<file path="config.mk">
export PLATFORM = sky130hd
export DESIGN_NAME = fp_wb_merge
export DESIGN_NICKNAME = d
export VERILOG_FILES = /design/src/rtl/cva5_types.sv /design/src/rtl/fp_wb_merge_pkg.sv /design/src/rtl/fp_wb_rr_arbiter.sv /design/src/rtl/fp_wb_merge.sv
export SDC_FILE = /design/constraint.sdc
export NUM_CORES = 1
export LEC_CHECK = 0
export CAP_MARGIN = 15
export CORE_MARGIN = 2
export CORE_UTILIZATION = 53
export DETAILED_ROUTE_END_ITERATION = 8
export PLACE_DENSITY = 0.87
export SYNTH_ARGS = -nofsm -noshare
export SYNTH_HDL_FRONTEND = slang
export SYNTH_SLANG_ARGS = --single-unit
</file>
<file path="constraint.sdc">
create_clock -name clk -period 5.7 [get_ports clk]
set_clock_uncertainty 0.1 [all_clocks]
set_input_delay 1.425 -clock clk [delete_from_list [all_inputs] [get_ports clk]]
set_output_delay 1.425 -clock clk [all_outputs]
set_load 0.02 [all_outputs]
</file>
<file path="src/rtl/cva5_types.sv">
// Slice of the shared CVA5 type package: the instruction ID type used across units.
package cva5_types;
  localparam int MAX_IDS      = 32;
  localparam int LOG2_MAX_IDS = $clog2(MAX_IDS);

  typedef logic [LOG2_MAX_IDS-1:0] id_t;
endpackage

</file>
<file path="src/rtl/fp_wb_merge_pkg.sv">
// Shared FP writeback package: result record carried by holding and output registers.
package fp_wb_merge_pkg;
  import cva5_types::*;

  // Records are sized for the widest supported FLEN; narrower builds zero-extend.
  localparam int FP_FLEN_MAX = 64;

  typedef struct packed {
    id_t                    id;
    logic [FP_FLEN_MAX-1:0] rd;
  } fp_unit_result_t;

  function automatic int wrap_idx(input int idx, input int n);
    return (idx >= n) ? idx - n : idx;
  endfunction
endpackage

</file>
<file path="src/rtl/fp_wb_rr_arbiter.sv">
// Round-robin one-hot arbiter; the pointer marks the highest-priority requester
// and moves past the winner only on cycles where a grant is actually taken.
module fp_wb_rr_arbiter
  import fp_wb_merge_pkg::*;
#(
  parameter int N = 3
) (
  input  logic         i_clk,
  input  logic         i_rst_n,
  input  logic [N-1:0] i_req,
  input  logic         i_advance,
  output logic [N-1:0] o_grant
);
  localparam int PW = (N > 1) ? $clog2(N) : 1;

  logic [PW-1:0] r_ptr;
  logic [PW-1:0] w_ptr_next;
  int            w_best;
  int            w_dist [N];

  // Distance from the pointer ranks requesters; the closest valid one wins.
  always_comb begin
    w_best     = N;
    o_grant    = '0;
    w_ptr_next = r_ptr;
    for (int i = 0; i < N; i++) begin
      w_dist[i] = wrap_idx(i + N - int'(r_ptr), N);
      if (i_req[i] && (w_dist[i] < w_best)) w_best = w_dist[i];
    end
    for (int i = 0; i < N; i++) begin
      o_grant[i] = i_req[i] && (w_dist[i] == w_best);
      if (o_grant[i]) w_ptr_next = PW'(wrap_idx(i + 1, N));
    end
  end

  always_ff @(posedge i_clk or negedge i_rst_n) begin
    if (!i_rst_n) begin
      r_ptr <= '0;
    end else if (i_advance && (|i_req)) begin
      r_ptr <= w_ptr_next;
    end
  end
endmodule

</file>
<file path="src/rtl/fp_wb_merge.sv">
// Merges NUM_UNITS FP result streams into one writeback port via per-unit holding registers.
// Optional build define FP_WB_MERGE_STATS_EN adds the conflict_count statistics output.
module fp_wb_merge
  import cva5_types::*;
  import fp_wb_merge_pkg::*;
#(
  parameter int NUM_UNITS = 3,
  parameter int FLEN      = 64
) (
  input  logic                           clk,
  input  logic                           rst_n,
  input  logic [NUM_UNITS-1:0]           unit_done,
  input  id_t  [NUM_UNITS-1:0]           unit_id,
  input  logic [NUM_UNITS-1:0][FLEN-1:0] unit_rd,
  output logic [NUM_UNITS-1:0]           unit_ack,
  output logic                           wb_done,
  output id_t                            wb_id,
  output logic [FLEN-1:0]                wb_rd,
  input  logic                           wb_ack
`ifdef FP_WB_MERGE_STATS_EN
  ,
  output logic [15:0]                    conflict_count
`endif
);
  fp_unit_result_t      r_hold [NUM_UNITS];
  logic [NUM_UNITS-1:0] r_hold_valid;
  fp_unit_result_t      r_out;
  logic                 r_wb_done;
  logic [NUM_UNITS-1:0] w_grant;
  logic                 w_out_load;
  fp_unit_result_t      w_sel;

  assign w_out_load = !r_wb_done || wb_ack;

  fp_wb_rr_arbiter #(.N(NUM_UNITS)) u_arb (
    .i_clk     (clk),
    .i_rst_n   (rst_n),
    .i_req     (r_hold_valid),
    .i_advance (w_out_load),
    .o_grant   (w_grant)
  );

  always_comb begin
    w_sel    = '0;
    unit_ack = '0;
    for (int i = 0; i < NUM_UNITS; i++) begin
      if (w_grant[i]) w_sel = r_hold[i];
      // A granted slot frees up this cycle, so its unit may refill it at the same edge.
      unit_ack[i] = !r_hold_valid[i] || (w_grant[i] && w_out_load);
    end
  end

  always_ff @(posedge clk or negedge rst_n) begin
    if (!rst_n) begin
      r_hold_valid <= '0;
      for (int i = 0; i < NUM_UNITS; i++) r_hold[i] <= '0;
    end else begin
      for (int i = 0; i < NUM_UNITS; i++) begin
        if (unit_done[i] && unit_ack[i]) begin
          r_hold_valid[i] <= 1'b1;
          r_hold[i].id    <= unit_id[i];
          r_hold[i].rd    <= FP_FLEN_MAX'(unit_rd[i]);
        end else if (w_grant[i] && w_out_load) begin
          r_hold_valid[i] <= 1'b0;
        end
      end
    end
  end

  always_ff @(posedge clk or negedge rst_n) begin
    if (!rst_n) begin
      r_wb_done <= 1'b0;
      r_out     <= '0;
    end else if (w_out_load) begin
      r_wb_done <= |w_grant;
      if (|w_grant) r_out <= w_sel;
    end
  end

  assign wb_done = r_wb_done;
  assign wb_id   = r_out.id;
  assign wb_rd   = r_out.rd[FLEN-1:0];

`ifdef FP_WB_MERGE_STATS_EN
  logic [15:0] r_conflict_count;

  always_ff @(posedge clk or negedge rst_n) begin
    if (!rst_n) begin
      r_conflict_count <= '0;
    end else if (($countones(r_hold_valid) >= 2) && (r_conflict_count != 16'hFFFF)) begin
      r_conflict_count <= r_conflict_count + 16'd1;
    end
  end

  assign conflict_count = r_conflict_count;
`endif
endmodule

</file>
== Yosys cells after proc, flatten, opt, wreduce, memory -nomap -nowiden ==
Index checks and enable logic that the tools add are counted.
Storage, ports and cells
  bits in registers: 282
  bits in latches: 0
  RAM bits: 0
  bits in read-only memories: 0
  input bits: 213
  output and inout bits: 73
  word-level logic and storage cells: 75
  memories: 0
Operators by class
  add/sub/neg operators: 6
  multipliers: 0
  div/mod/pow operators: 0
  order comparisons: 6
  eq/ne operators: 3
  shift-type cells: 0
  muxes and demuxes: 18
  bitwise gates (word level): 0
  reductions and logical operators: 29
Operator list (count)
  $mux 69: 3
  $mux 32: 6
  $eq 32x32->1: 3
  $ge 32x3->1 const B: 3
  $sub 32x3->32 const B: 3
  $lt 32x32->1: 2
  $lt 32x3->1 const B: 1
  $logic_and 1x1->1: 13
  $sub 3x2->4 const A: 2
  $mux 1: 6
  $mux 2: 3
  $reduce_bool 2->1: 3
  $reduce_or 3->1: 2
  $logic_not 1->1: 4
  $logic_or 1x1->1: 4
  $reduce_and 2->1: 2
  $reduce_bool 3->1: 1
  $sub 2x2->3 const A: 1

== Longest topological paths before layout ==
Gate-level depths: netlist of run 1.
  depth after elaboration: 18
  depth in mapped cells: 18
  gate-level depth less buffers: 16

== Modules after synthesis ==
A second synthesis of run 1 with hierarchy kept.
Second synthesis, totals
  cells, all modules: 973
  area total of the unflattened synthesis: 12414.4 sq um
Modules (own cells, without submodules)
  fp_wb_merge: times used 1, cells each 865, area an instance 11583.6 sq um, seq. area each 7006.7 sq um
  fp_wb_rr_arbiter: times used 1, cells each 108, area an instance 830.8 sq um, seq. area each 50.0 sq um

== Least setup slack after synthesis of run 1 ==
Ideal clock, no wire load.
  path type: register -> output
  start: reg u_arb.r_ptr[1]
  end: out unit_ack[1]
  arrival: 3.834 ns
  required time: 4.175 ns
  slack: 0.341 ns
  stages on the path, launching flop included: 17
  path buffers: 3
  path through: dfrtp_1 -> inv_1 -> ha_1 -> buf_6 -> nor2b_1 -> ha_1 -> o21a_1 -> o211ai_1 -> nand3_1 -> ha_1 -> or4_1 -> o31ai_2 -> mux2_2 -> o21a_1 -> clkbuf_1 -> buf_2 -> inv_1
On the way
  longest elaborated chain between the ends: 16
  elaborated cells between the ends (all ways): 25
  those cells by class: add/sub: 6; order compare: 6; eq/ne: 1; mux: 6; reduce/logical: 6
Ends and longest elaborated chain
  start: declaration: line fp_wb_rr_arbiter.sv:16  | logic [PW-1:0] r_ptr;
  start signal: assignment: line fp_wb_rr_arbiter.sv:40  | r_ptr <= w_ptr_next;
  $sub 2x2->3: line fp_wb_rr_arbiter.sv:27  | w_dist[i] = wrap_idx(i + N - int'(r_ptr), N);
  $sub 32x3->32 / $ge 32x3->1 (equally long branches): line fp_wb_merge_pkg.sv:14  | return (idx >= n) ? idx - n : idx;
  $mux 32: line fp_wb_merge_pkg.sv:14
  $lt 32x3->1: line fp_wb_rr_arbiter.sv:28  | if (i_req[i] && (w_dist[i] < w_best)) w_best = w_dist[i];
  $logic_and 1x1->1: line fp_wb_rr_arbiter.sv:28
  $mux 32: line fp_wb_rr_arbiter.sv:28
  $lt 32x32->1: line fp_wb_rr_arbiter.sv:28
  $logic_and 1x1->1: line fp_wb_rr_arbiter.sv:28
  $mux 32: line fp_wb_rr_arbiter.sv:28
  $lt 32x32->1: line fp_wb_rr_arbiter.sv:28
  $logic_and 1x1->1: line fp_wb_rr_arbiter.sv:28
  $mux 32: line fp_wb_rr_arbiter.sv:28
  $eq 32x32->1 *: line fp_wb_rr_arbiter.sv:31  | o_grant[i] = i_req[i] && (w_dist[i] == w_best);
  $logic_and 1x1->1 *: line fp_wb_rr_arbiter.sv:31
  $logic_and 1x1->1 *: line fp_wb_merge.sv:49  | unit_ack[i] = !r_hold_valid[i] || (w_grant[i] && w_out_load);
  $logic_or 1x1->1 *: line fp_wb_merge.sv:49
  end: declaration: line fp_wb_merge.sv:15  | output logic [NUM_UNITS-1:0] unit_ack,
Every way passes the cells marked *; elsewhere a longest branch is shown, timed or not.

== Worst setup path after layout of run 1 ==
  start: reg u_arb.r_ptr[0]
  end: out unit_ack[0]
The elaborated chain is that of the path after synthesis.

==> flow_summary.json, run 1 <==
{
  "worst-r2r-setup-slack_ns": 0.60,
  "synth_cell_types": 55,
  "drive_gt1_share_pct": 19.6,
  "synth_area_per_cell_um2": 10.1,
  "crit_start": "u_arb.r_ptr[0]$_DFFE_PN0P_",
  "grt_overflow": 0,
  "area_growth_pct": 27.4,
  "hp-class": "reg -> reg",
  "worst_slew_pin_slew_ns": 1.13,
  "yosysSeqAreaShare_pct": 46.4,
  "die_x_um": 173,
  "clock-sinks": 282,
  "slew_headroom_pct": 24.4,
  "hold_viol_final": 0,
  "status": "complete, no violations",
  "die_area_um2": 30100,
  "synth-main-ff-cell": "dfrtp_1",
  "ios": 286,
  "numCtsBuffers": 31,
  "synth_edf_count": 0,
  "hold_buffers": 0,
  "firstDrtPassIters": 5,
  "die_h_um": 173,
  "synth_area_um2": 15200,
  "clk_pin_slew_worst_paths_ns": 0.06,
  "vias": 13100,
  "place_ws_ns": -0.107,
  "track_usage_pct": 29.8,
  "crit_type": "reg -> out",
  "timing.fmax_mhz": 179,
  "cp.required_ns": 4.18,
  "start_util_pct": 53.4,
  "cp-start-kind": "register",
  "h-tree-depth": 1,
  "layout_min_cycle_time_ns": 5.59,
  "core_area_um2": 28500,
  "r2r-end": "wb_rd[24]$_DFFE_PN0P_",
  "wire_per_inst_um": 21.3,
  "fin_ws_ns": 0.113,
  "wl_um": 45400,
  "nFillCells": 2042,
  "async_flop_share_pct": 100,
  "drv_slew": 0,
  "antenna_found_initial": 2,
  "viasPerCell": 6.13,
  "layout_common_cells": "352 x nand2_1, 280 x dfrtp_1, 278 x clkdlybuf4s50_1, 143 x o211ai_1, 140 x mux2_2",
  "antenna_left": 0,
  "gp_congestion": 0.922,
  "clock_latency_ns": 0.55,
  "arrival_ns": 4.06,
  "grt_max_degree": 140,
  "worstPathMaxFanout": 5,
  "setup_viol": 0,
  "final_nets": 1948,
  "dp_hpwl_um": 27700,
  "synth-warning-count": 0,
  "synthesis.nets": 1732,
  "crit_end": "unit_ack[0]",
  "grt_first_pass_wirelength_um": 73100,
  "wl_met3_um": 3640,
  "ys_seq_elements": 282,
  "rr_startpoint": "u_arb.r_ptr[0]$_DFFE_PN0P_",
  "top_layer_used": "met4",
  "placed_cells": 2059,
  "cts_tree": "yes",
  "layout_commonest_cell": "nand2_1",
  "clockRootBuffer": "clkbuf_16",
  "drcViolationCount": 0,
  "met2_length_um": 21400,
  "max_cap_viol_count": 0,
  "r2r_cells": 17,
  "final_cells": 2129,
  "row_count": 62,
  "netlist_instances": 1506,
  "first_iter_violations": 1385,
  "grt_pass1_vias": 13300,
  "cts_buffer_depth": 3,
  "wl_met1_um": 18900,
  "fin_crit_sh_pct": 98.0,
  "critPathCaptureType": "primary output",
  "timing.hold.ws_ns": 0.416,
  "io_buffer_count": 285
}
==> layer usage <==
metal  track usage [%]  up-vias
met5                 0        -
met4              10.6        0
met3              4.61      118
met2              48.0      685
met1              41.3     6461
li1                  -     5795
==> cell families (layout without fill, tap and decap cells) <==
logic type               after synthesis  in the layout  share of synthesized area (%)
AO/OA/AOI/OAI                        309            309                           14.3
AND/OR/NAND/NOR                      530            530                           16.1
adder cells (fa/ha/maj)               13             13                           1.07
XOR/XNOR                               3              3                          0.173
other                                  1              3                         0.0246
flip-flops                           282            282                           46.4
buffers and inverters                156            393                           4.63
multiplexers                         212            212                           17.4
==> critical path, cell delays in order (launching register included) <==
cell and delay (ns):
dfrtp_2 0.44, inv_2 0.08, ha_2 0.17, inv_1 0.07
ha_4 0.27, o21bai_4 0.12, nand3b_1 0.17, o211ai_1 0.28
nand3_1 0.12, ha_2 0.19, or4_4 0.54, o31ai_4 0.31
mux2_4 0.35, o21a_4 0.21, inv_1 0.06, buf_4 0.13
==> worst min-delay path by stage <==
stage                                  from                 endpoint  slack [ns]  cells past startpoint
floorplan           r_hold[205]$_DFFE_PN0P_  r_hold[205]$_DFFE_PN0P_        0.39                      2
global placement      wb_rd[15]$_DFFE_PN0P_    wb_rd[15]$_DFFE_PN0P_        0.40                      1
detailed placement    wb_rd[23]$_DFFE_PN0P_    wb_rd[23]$_DFFE_PN0P_        0.40                      1
CTS                   wb_rd[29]$_DFFE_PN0P_    wb_rd[29]$_DFFE_PN0P_        0.41                      1
global route           wb_rd[0]$_DFFE_PN0P_     wb_rd[0]$_DFFE_PN0P_        0.43                      1
finish                wb_rd[53]$_DFFE_PN0P_    wb_rd[53]$_DFFE_PN0P_        0.42                      1
==> synth_stat cells (3+ instances only) <==
cell type / instances / area (um^2)
o211ai_1: 143 / 1070
and3_1: 70 / 438
nand2b_1: 76 / 475
nand2_1: 353 / 1330
o21ai_0: 6 / 30.0
o21a_1: 4 / 30.0
inv_1: 9 / 33.8
clkbuf_1: 108 / 405
dfrtp_1: 282 / 7060
mux2_2: 142 / 1600
nor2b_1: 5 / 31.3
nand3_1: 3 / 15.0
buf_4: 9 / 67.6
buf_2: 19 / 95.1
o22ai_1: 138 / 863
ha_1: 13 / 163
mux2_4: 69 / 1040
nor2_1: 4 / 15.0
buf_6: 8 / 90.1
==> registers in the layout, indices dropped and copies added (netlist names) <==
signal and count:
u_arb.r_ptr 2, r_hold_valid 3, wb_id 5, wb_done 1, wb_rd 64, r_hold 207
==> through the flow <==
step           TNS (ns)  utilization (%)  area, um^2
3_3_place_gp    -0.0215             64.0       18200
4_1_cts               0             67.7       19300
6_report              0             68.1       19400
2_1_floorplan         0                -       15200
3_5_place_dp     -0.166             64.0       18200
5_1_grt         -0.0501             68.1       19400
==> what timing repair did <==
item	in CTS	in global routing
endpoints found under the setup margin	3	3
pin swaps	3	4
buffers inserted	6	7
gates resized for setup	18	15
hold endpoints to repair	0	0
==> cell type report <==
type,count,area (um^2),area share [%]
Antenna cell,2,5.00,0.0258
Clock buffer,43,871,4.49
Clock inverter,11,108,0.555
Tap cell,384,480,2.48
Sequential cell,282,7060,36.4
Inverter,10,37.5,0.194
Timing Repair Buffer,329,3210,16.6
Multi-Input combinational cell,1068,7610,39.3
Power of run 1 is left out: the tool's default activity adds up to more than one toggle a clock period on the data nets, which glitch-free logic cannot reach.
==> run 2, diff against run 1 <==
--- a/config.mk
+++ b/config.mk
@@ -10,6 +10,7 @@
 export CORE_UTILIZATION = 53
 export DETAILED_ROUTE_END_ITERATION = 8
 export PLACE_DENSITY = 0.87
+export SLEW_MARGIN = 40
 export SYNTH_ARGS = -nofsm -noshare
 export SYNTH_HDL_FRONTEND = slang
 export SYNTH_SLANG_ARGS = --single-unit
==> run 2 against run 1 <==
Setup slack lost 0.0085 ns. Cell count about the same. Utilization is 0.45 points higher. Die area did not move. Critical endpoint unchanged.
==> flow_summary.json, run 2 (synthesis gave the netlist of run 1 again) <==
{
  "status": "complete, no violations",
  "dp_hpwl_um": 27700,
  "setup-tns-final_ns": 0,
  "cts_buffer_depth": 3,
  "wire_per_inst_um": 21.7,
  "wl_met3_um": 3620,
  "vias": 13000,
  "first_iter_violations": 1343,
  "die_h_um": 173,
  "die_x_um": 173,
  "worst_slew_pin_slew_ns": 0.863,
  "viasPerCell": 6.12,
  "cp-start-kind": "register",
  "cts_tree": "yes",
  "h-tree-depth": 1,
  "die_area_um2": 30100,
  "hp-class": "reg -> reg",
  "track_usage_pct": 30.4,
  "cp.required_ns": 4.18,
  "final_nets": 1945,
  "hp-start": "wb_rd[0]$_DFFE_PN0P_",
  "grt_pass1_vias": 13500,
  "final_area_um2": 19500,
  "slowest_stage": "or4_4",
  "placed_cell_area_um2": 18200,
  "hold_path_end": "wb_rd[0]$_DFFE_PN0P_",
  "arrival_ns": 4.07,
  "final_cells": 2130,
  "met2_length_um": 22100,
  "grt_overflow": 0,
  "hold_viol_final": 0,
  "antenna_left": 0,
  "grt_first_pass_wirelength_um": 74100,
  "drv_slew": 0,
  "io_buffer_count": 285,
  "layout_min_cycle_time_ns": 5.60,
  "setup_viol": 0,
  "clock-sinks": 282,
  "gp_congestion": 0.922,
  "grt_max_degree": 140,
  "max_cap_viol_count": 0,
  "ios": 286,
  "worstPathMaxFanout": 5,
  "drive_gt1_share_pct": 19.9,
  "worstHoldPathCells": 1,
  "area_growth_pct": 28.3,
  "slew_headroom_pct": 42.4,
  "clockRootBuffer": "clkbuf_16",
  "rr_startpoint": "u_arb.r_ptr[0]$_DFFE_PN0P_",
  "numCtsBuffers": 30,
  "core_area_um2": 28500,
  "placed_cells": 2060,
  "antenna_found_initial": 3,
  "cpPeakStageDelay_ns": 0.54,
  "timing.hold.ws_ns": 0.412,
  "fin_crit_sh_pct": 98.2,
  "clk_pin_slew_worst_paths_ns": 0.06,
  "regMostFlops": "r_hold",
  "clock_latency_ns": 0.55,
  "start_util_pct": 53.4,
  "critPathCaptureType": "primary output",
  "firstDrtPassIters": 6,
  "r2r-end": "wb_rd[2]$_DFFE_PN0P_",
  "layout_commonest_cell": "nand2_1",
  "worst-r2r-setup-slack_ns": 0.73,
  "timing.fmax_mhz": 179,
  "cpMostUsedCell": "ha_2",
  "path_cells": "ha_1 > nor2b_2 > ha_2 > o21a_1 > o211ai_1 > nand3_1 > ha_2 > or4_4 > o31ai_4 > mux2_4 > o21a_4 > inv_1 > buf_4",
  "row_count": 62,
  "wl_um": 46200,
  "layout_common_cells": "352 x nand2_1, 280 x dfrtp_1, 278 x clkdlybuf4s50_1, 143 x o211ai_1, 140 x mux2_2",
  "largest_register_ffs": 207,
  "wl_met1_um": 18700,
  "r2r_cells": 16,
  "crit_type": "reg -> out",
  "top_layer_used": "met4",
  "drcViolationCount": 0
}
## run 2: cell count changes in the layout (fill, tap and decap cells not counted), moves of 3 or more
cell	before	now
bufinv_16	2	5
clkbuf_8	5	8
clkbuf_1	7	3
buf_6	1	5
buf_4	43	35
## run 2: worst max-delay path, delay by kind of cell (launching register included)
kind                       cells  cell delay, ns
AOI/OAI and AO/OA              4            0.90
adders and majority gates      3            0.76
buffers and inverters          2            0.18
DFF                            1            0.44
muxes                          1            0.35
and+or+nand+nor                3            0.89
## run 2: area by class of cell
class | instances | area (um^2)
Clock inverter | 15 | 203
Tap cell | 384 | 480
Timing Repair Buffer | 327 | 3240
Sequential cell | 282 | 7060
Clock buffer | 41 | 883
Multi-Input combinational cell | 1068 | 7600
Fill cell | 2031 | 8950
Antenna cell | 3 | 7.51
Inverter | 10 | 37.5
## run 2: worst max-delay path by stage
stage	start	endpoint	slack, ns
floorplan	u_arb.r_ptr[1]$_DFFE_PN0P_	unit_ack[1]	0.34
finish	u_arb.r_ptr[0]$_DFFE_PN0P_	unit_ack[0]	0.10
global placement	u_arb.r_ptr[0]$_DFFE_PN0P_	unit_ack[0]	-0.02
CTS	u_arb.r_ptr[0]$_DFFE_PN0P_	unit_ack[0]	-0.08
detailed placement	u_arb.r_ptr[0]$_DFFE_PN0P_	unit_ack[0]	-0.09
global route	u_arb.r_ptr[0]$_DFFE_PN0P_	unit_ack[0]	-0.008
## run 2: per-layer routing
metal / vias up / track usage, %
li1: 5778 / -
met1: 6428 / 41.7
met2: 696 / 49.7
met3: 128 / 4.30
met4: 0 / 11.0
met5: - / 0
## run 2: what timing repair did
item / 4_1_cts / 5_1_grt
endpoints found under the setup margin: 3 / 3
setup buffers: 5 / 4
gates resized for setup: 14 / 22
pin swaps: 3 / 4
cloned: 0 / 0
hold buffers: 0 / 0
## run 2: through the flow
step / worst slack (ns) / util, %
finish: 0.104 / 68.5
global route: -0.00771 / 68.5
CTS: -0.0803 / 68.0
detailed placement: -0.0865 / 64.1
global placement: -0.0215 / 64.0
floorplan: 0.341 / -
Power of run 2 is left out for the same reason.
==> run 3, diff against run 2 <==
--- a/config.mk
+++ b/config.mk
@@ -8,6 +8,7 @@
 export CAP_MARGIN = 15
 export CORE_MARGIN = 2
 export CORE_UTILIZATION = 53
+export CTS_CLUSTER_SIZE = 8
 export DETAILED_ROUTE_END_ITERATION = 8
 export PLACE_DENSITY = 0.87
 export SLEW_MARGIN = 40
==> run 3 against run 2 <==
Critical path depth grew 2. Cell count shrank 0.61%. Maximum frequency grew 0.94%. Flip-flop and latch count is the same. First-iteration DRC count grew 1.9%. Die area is the same. Via count grew 0.22%. Critical path type unchanged. Critical endpoint unchanged.
==> flow_summary.json, run 3 (synthesis gave the netlist of run 1 again) <==
{
  "timing.hold.ws_ns": 0.409,
  "clock_latency_ns": 0.52,
  "antenna_left": 0,
  "clock-sinks": 282,
  "arrival_ns": 4.02,
  "track_usage_pct": 30.6,
  "drv_slew": 0,
  "vias": 13100,
  "critPathCaptureType": "primary output",
  "crit_buf_inv": 4,
  "placed_cell_area_um2": 18200,
  "largest_register_ffs": 207,
  "nFillCells": 2005,
  "grt_max_degree": 140,
  "die_h_um": 173,
  "final_nets": 1953,
  "drcViolationCount": 0,
  "core_area_um2": 28500,
  "status": "complete, no violations",
  "finish.utilization_pct": 68.4,
  "drive_gt1_share_pct": 19.2,
  "numCtsBuffers": 41,
  "die_area_um2": 30100,
  "cp-start-kind": "register",
  "area_growth_pct": 28.0,
  "hold_viol_final": 0,
  "max_cap_viol_count": 0,
  "hp-class": "reg -> reg",
  "place_ws_ns": -0.0865,
  "grt_overflow": 0,
  "start_util_pct": 53.4,
  "timing.fmax_mhz": 180,
  "dp_hpwl_um": 27700,
  "h-tree-depth": 2,
  "crit_type": "reg -> out",
  "slew_headroom_pct": 42.9,
  "grt_first_pass_wirelength_um": 74300,
  "layout_min_cycle_time_ns": 5.54,
  "path_cells": "buf_4 > ha_1 > inv_1 > ha_4 > o21bai_2 > nand3b_1 > or3_1 > nand3_1 > ha_2 > or4_4 > o31ai_4 > mux2_4 > o21a_4 > inv_1 > buf_2",
  "cp.required_ns": 4.18,
  "ios": 286,
  "worstPathMaxFanout": 5,
  "wl_um": 46100,
  "worst_slew_pin_slew_ns": 0.856,
  "die_x_um": 173,
  "cpPeakStageDelay_ns": 0.54,
  "hold_buffers": 0,
  "antenna_found_initial": 2,
  "io_buffer_count": 285,
  "critPathTopFamily": "simple AND/OR/NAND/NOR gates",
  "clk_pin_slew_worst_paths_ns": 0.05,
  "fin_ws_ns": 0.157,
  "row_count": 62,
  "cpMostUsedCell": "inv_1",
  "setup_viol": 0,
  "grt_pass1_vias": 13600,
  "regMostFlops": "r_hold",
  "firstDrtPassIters": 7,
  "cts_buffer_depth": 3,
  "fin_crit_sh_pct": 97.3,
  "layout_commonest_cell": "nand2_1",
  "slowest_stage": "or4_4",
  "gp_congestion": 0.922,
  "cts_tree": "yes",
  "final_area_um2": 19500,
  "viasPerCell": 6.17,
  "clockRootBuffer": "clkbuf_16",
  "wire_per_inst_um": 21.8,
  "first_iter_violations": 1368,
  "layout_common_cells": "352 x nand2_1, 280 x dfrtp_1, 278 x clkdlybuf4s50_1, 143 x o211ai_1, 140 x mux2_2"
}
## run 3: cell types whose count changed in the layout (fill, tap and decap cells not counted), sizes merged
cell	before	now
inv	10	11
bufinv	5	0
clkbuf	42	46
buf	48	45
diode	3	2
clkinv	9	0
## run 3: path summary, 6_finish.rpt
path / from / slack (ns) / depth (start not counted) / end
setup / recovery: u_arb.r_ptr[0]$_DFFE_PN0P_ / 0.16 / 15 / unit_ack[0]
hold / removal: wb_rd[0]$_DFFE_PN0P_ / 0.41 / 1 / wb_rd[0]$_DFFE_PN0P_
setup reg to reg: u_arb.r_ptr[0]$_DFFE_PN0P_ / 0.79 / 18 / wb_rd[25]$_DFFE_PN0P_
hold reg to reg: wb_rd[0]$_DFFE_PN0P_ / 0.41 / 1 / wb_rd[0]$_DFFE_PN0P_
max in group asynchronous: rst_n / 3.52 / 3 / r_hold[78]$_DFFE_PN0P_
min in group asynchronous: rst_n / 0.69 / 1 / r_hold[48]$_DFFE_PN0P_
## run 3: area by class of cell
| class | instances | area, um^2 | area share (%) |
|---|---|---|---|
| clock inverters | 2 | 16.3 | 0.0835 |
| well taps | 384 | 480 | 2.47 |
| clock buffers | 45 | 1080 | 5.56 |
| repair buffers | 324 | 3210 | 16.5 |
| multi-input cells | 1068 | 7580 | 38.9 |
| diodes | 2 | 5.00 | 0.0257 |
| inverters | 10 | 37.5 | 0.193 |
| flip-flops and latches | 282 | 7060 | 36.3 |
## run 3: worst reg2reg max path: stages, from the launching register on
cell      delay (ns)
dfrtp_2         0.43
buf_4           0.15
ha_1            0.18
inv_1           0.10
ha_4            0.21
o21bai_2        0.20
nand3b_1        0.15
or3_1           0.18
nand3_1         0.11
ha_2            0.20
or4_4           0.54
o31ai_4         0.29
buf_4           0.17
buf_4           0.12
a31oi_4         0.04
buf_6           0.33
a31oi_4         0.29
buf_4           0.60
mux2_4          0.39
## run 3: per-stage QoR
| step | instances | setup TNS [ns] |
|---|---|---|
| 2_1_floorplan | 1506 | 0 |
| 3_3_place_gp | 2059 | -0.0215 |
| 3_5_place_dp | 2060 | -0.126 |
| 4_1_cts | 2110 | -0.0687 |
| 5_1_grt | 2117 | -0.00241 |
| 6_report | 2117 | 0 |
## run 3: repair_timing
action	in CTS	in global routing
hold endpoints to repair	0	0
pin swaps	3	4
gates resized for setup	14	17
setup buffers	3	4
endpoints found under the setup margin	3	3
## run 3: metal layers
metal | routed length, um | global-route usage [%]
met1 | 19100 | 41.8
met2 | 21900 | 49.0
met3 | 3250 | 5.13
met4 | 1790 | 12.3
met5 | 0 | 0
Power of run 3 is left out for the same reason.
==> patch 1 (config.mk and constraints of run 2) <==
The option `FP_WB_MERGE_STATS_EN` is turned on by a define.
--- a/src/rtl/fp_wb_merge.sv
+++ b/src/rtl/fp_wb_merge.sv
@@ -1,4 +1,6 @@
 // Merges NUM_UNITS FP result streams into one writeback port via per-unit holding registers.
 // Optional build define FP_WB_MERGE_STATS_EN adds the conflict_count statistics output.
+`define FP_WB_MERGE_STATS_EN
+
 module fp_wb_merge
   import cva5_types::*;
Check against the original RTL (old outputs only; new: conflict_count): same outputs for any inputs over 4 cycles, from zero or initial values and one cycle with rst_n low; that may be too few to reach the edited logic, so the function may still have changed.
==> patch 1 against run 2 <==
  * Worst setup slack improved by 0.014 ns
  * Critical endpoint unchanged
  * Sequential cell count rose by 16
  * First-iteration DRC count fell by 53%
  * Design area fell by 11%
  * Count of clock-buffer cells in the layout rose by 2
  * Routed wire length fell by 24%
  * Synthesized area fell by 15%
  * Fmax rose by 0.25%
  * Via count fell by 27%
==> patch 1: results (changes against run 2) <==
{| class="wikitable"
! Metric !! Value
|-
| Outcome || completed
|-
| GRT Resource Usage Total || 27.2% (-3.2 points)
|-
| Number of diodes added for antenna fixing || 6 (+3)
|-
| Fraction of the mapped netlist area in compound gates || 9.52% (-4.7 points)
|-
| Slowest stage cell, crit path || sky130_fd_sc_hd__dfrtp_2
|-
| Final wirelength || 35000 um (-24%)
|-
| Share of post-route cells with drive strength above 1 || 24.4% (+4.5 points)
|-
| GR met2 Demand/Resource || 46.8% (-2.9 points)
|-
| Number of cells traversed by the worst hold path || 2 (+1)
|-
| 1st-pass router iterations || 5 (-1)
|-
| Final-layout clock buffer total || 43 (+4.9%)
|-
| Wl on met1 || 13800 um (-26%)
|-
| Vias in the first global route || 10300 (-24%)
|-
| Endpoint with the worst hold slack || wb_rd[31]
|-
| Detailed placer's ending HPWL || 22600 um (-19%)
|-
| Hold WS || 0.380 ns (-0.0318 ns)
|-
| Cells on worst reg2reg path || 19 (+3)
|-
| Count of plain and timing-repair buffers || 330 (+0.92%)
|-
| Number of non-clock inverters || 8 (-2)
|-
| Top cells by area, synth || sky130_fd_sc_hd__dfrtp_1 (58%), sky130_fd_sc_hd__mux2_2 (17%), sky130_fd_sc_hd__a221oi_1 (4.7%)
|-
| Arrival @ worst endpoint || 4.06 ns (about the same)
|-
| Commonest cells post-synth || sky130_fd_sc_hd__dfrtp_1 (298), sky130_fd_sc_hd__mux2_2 (195), sky130_fd_sc_hd__nand2_1 (87)
|-
| Syn Area/Cell || 12.9 um2 (+28%)
|-
| Weighted congestion at the end of routability-driven global placement || 0.925 (+0.37%)
|-
| Sequential element share of the synthesized area || 57.6% (+11 points)
|-
| Synth Area in Adders || 1.45% (+0.38 points)
|-
| Worst Min Path Start || wb_rd[31]
|-
| Initial antenna violation count || 6 (+3)
|-
| Post-synthesis mux area share || 18.5% (+1.1 points)
|-
| Netlist area before placement || 12900 um2 (-15%)
|-
| Slowest stage delay, CP || 0.44 ns (-0.10 ns)
|-
| Wire length on met2 || 17400 um (-21%)
|-
| Non-filler cells, final || 1644 (-23%)
|-
| Sequential cell area || 7460 um2 (+5.7%)
|-
| Number of unique standard cell types used by synthesis || 61 (+11%)
|-
| Number of DRC markers after the initial detailed-route iteration || 632 (-53%)
|}
[patch 1: changes by cell type in the layout (fill, tap and decap cells not counted), moves of 61 or more]
| cell | before | now |
|---|---|---|
| sky130_fd_sc_hd__mux2_4 | 71 | 10 |
| sky130_fd_sc_hd__o211ai_1 | 143 | 1 |
| sky130_fd_sc_hd__o22ai_1 | 138 | 1 |
| sky130_fd_sc_hd__nand2_1 | 352 | 87 |
| sky130_fd_sc_hd__nand2b_1 | 75 | 7 |
| sky130_fd_sc_hd__a221oi_1 | 0 | 69 |
[patch 1: repair_timing]
item	in CTS	in global routing
gates cloned	0	0
buffers inserted	3	3
endpoints found under the setup margin	3	3
pin swaps	1	2
gates resized for setup	21	12
[patch 1: power by group through the flow]
stage               sequential (uW)  clock (uW)  combinational [uW]
floorplan                      3900           0                4620
global placement               3720           0                6570
detailed placement             3790           0                6800
CTS                            3770        2200                6910
global route                   3900        2270                7610
finish                         3780        2160                7050
==> patch 2 (settings of run 2) <==
Made on the original files. Set the parameter `FLEN` to 32 (it was 64).
--- a/src/rtl/fp_wb_merge.sv
+++ b/src/rtl/fp_wb_merge.sv
@@ -6,5 +6,5 @@
 #(
   parameter int NUM_UNITS = 3,
-  parameter int FLEN      = 64
+  parameter int FLEN      = 32
 ) (
   input  logic                           clk,
Ports: changed (resized unit_rd and wb_rd); port bits go from 286 to 158. No check against the original RTL was run, so the function may have changed too.
==> patch 2 against run 2 <==
  * Worst setup slack better by 0.023 ns
  * Worst hold slack worse by 0.0077 ns
  * Synthesized area is 44% lower
  * Design area is 44% lower
  * Fmax is 0.41% higher
  * Routed wire length is 46% lower
  * Critical path depth is 2 higher
  * Global-route usage hardly changed
  * Register-to-register slack better by 0.44 ns
  * Via count is 44% lower
  * Sequential cell count is 128 lower
Power is left out: the tool's default activity adds up to more than one toggle a clock period on the data nets, which glitch-free logic cannot reach.
==> patch 2: results (changes against run 2) <==
{| class="wikitable"
! Metric !! Value
|-
| H-tree Lvls || 4 (+3)
|-
| Post-detailed-route via-to-cell ratio || 6.02 (-1.5%)
|-
| Post-synthesis mux area share || 15.7% (-1.7 points)
|-
| Filler cells || 1172 (-42%)
|-
| Worst skew pair latency || 0.42 ns (-0.13 ns)
|-
| Number of unique standard cell types used by synthesis || 61 (+11%)
|-
| Syn Area/Cell || 9.91 um2 (-1.9%)
|-
| Parity-gate share of the synthesized area counting xor and xnor cells || 0.308% (+0.14 points)
|-
| Flip-flop count of the largest register after layout || 111 (-46%)
|-
| Commonest cells post-synth || sky130_fd_sc_hd__nand2_1 (193), sky130_fd_sc_hd__dfrtp_1 (154), sky130_fd_sc_hd__mux2_2 (104)
|-
| Detailed placer's ending HPWL || 15300 um (-45%)
|-
| Synth Area in Adders || 1.91% (+0.84 points)
|-
| Number of diodes added for antenna fixing || 0 (-3)
|-
| FF-to-FF End || wb_rd[20]
|-
| Number of DRC markers after the initial detailed-route iteration || 533 (-60%)
|-
| Arrival @ worst endpoint || 4.05 ns (-0.02 ns)
|-
| Reg-to-reg setup timing slack || 1.17 ns (+0.44 ns)
|-
| Fraction of the mapped netlist area in compound gates || 15.4% (+1.1 points)
|-
| Global-route wire length before repair || 39800 um (-46%)
|-
| Syn Nets || 991 (-43%)
|-
| Final wirelength || 25000 um (-46%)
|-
| Outcome || completed
|-
| Min Tclk post-route || 5.57 ns (-0.0230 ns)
|-
| GRT Resource Usage Total || 30.4% (about the same)
|-
| Pre-CTS worst setup slack || 0.0976 ns (+0.184 ns)
|-
| Worst Min Path Start || wb_rd[3]
|-
| Share of post-route cells with drive strength above 1 || 21.3% (+1.4 points)
|}
-- patch 2: cell count changes in the layout (fill, tap and decap cells not counted), sizes merged, moves of 64 or more --
cell / run 2 / this run
dfrtp: 282 / 154
clkdlybuf4s50: 278 / 150
o211ai: 143 / 79
nand2: 353 / 193
o22ai: 138 / 74
mux2: 211 / 114
-- patch 2: through the flow --
step	setup TNS, ns	instance area [um2]	utilization (%)	hold WS, ns	instances
2_1_floorplan	0	8530	-	0.389	861
3_3_place_gp	0	10300	65.0	0.387	1184
3_5_place_dp	0	10300	65.3	0.396	1185
4_1_cts	-0.00677	10900	69.0	0.409	1216
5_1_grt	-0.0167	11000	69.4	0.421	1221
6_report	0	11000	69.4	0.404	1221
-- patch 2: cell type report --
class	instances	area (um2)	area share [%]
multi-input combinational	620	4410	40.1
sequential	154	3850	35.1
clock inverter	8	119	1.08
tap	216	270	2.46
timing repair buffer	191	1840	16.7
clock buffer	23	468	4.26
inverter	9	33.8	0.307
-- patch 2: cells by family after synthesis --
family / Yosys count
buf+inv: 87
fa+ha+maj: 13
compound gates: 181
other cells: 1
simple gates: 306
xor+xnor: 3
flops: 154
mux: 116
-- patch 2: critical path: cells and delay by family, from the launching register on --
kind | cells | cell delay (ns)
AO/OA/AOI/OAI | 4 | 0.90
buffers and inverters | 4 | 0.53
adder cells (fa/ha/maj) | 3 | 0.70
flip-flops | 1 | 0.39
multiplexers | 1 | 0.30
AND/OR/NAND/NOR | 3 | 0.80
-- patch 2: what timing repair did --
action,4_1_cts,5_1_grt
resized for setup,7,14
buffers inserted,0,5
setup endpoints to repair,3,3
pin swaps,1,2
-- patch 2: layer usage --
layer,track usage [%],vias to the layer above,wire [um]
met2,51.2,329,12300
met3,5.78,47,1560
met4,11.5,0,540
met1,39.3,3643,10600
li1,-,3337,-
met5,0,-,0
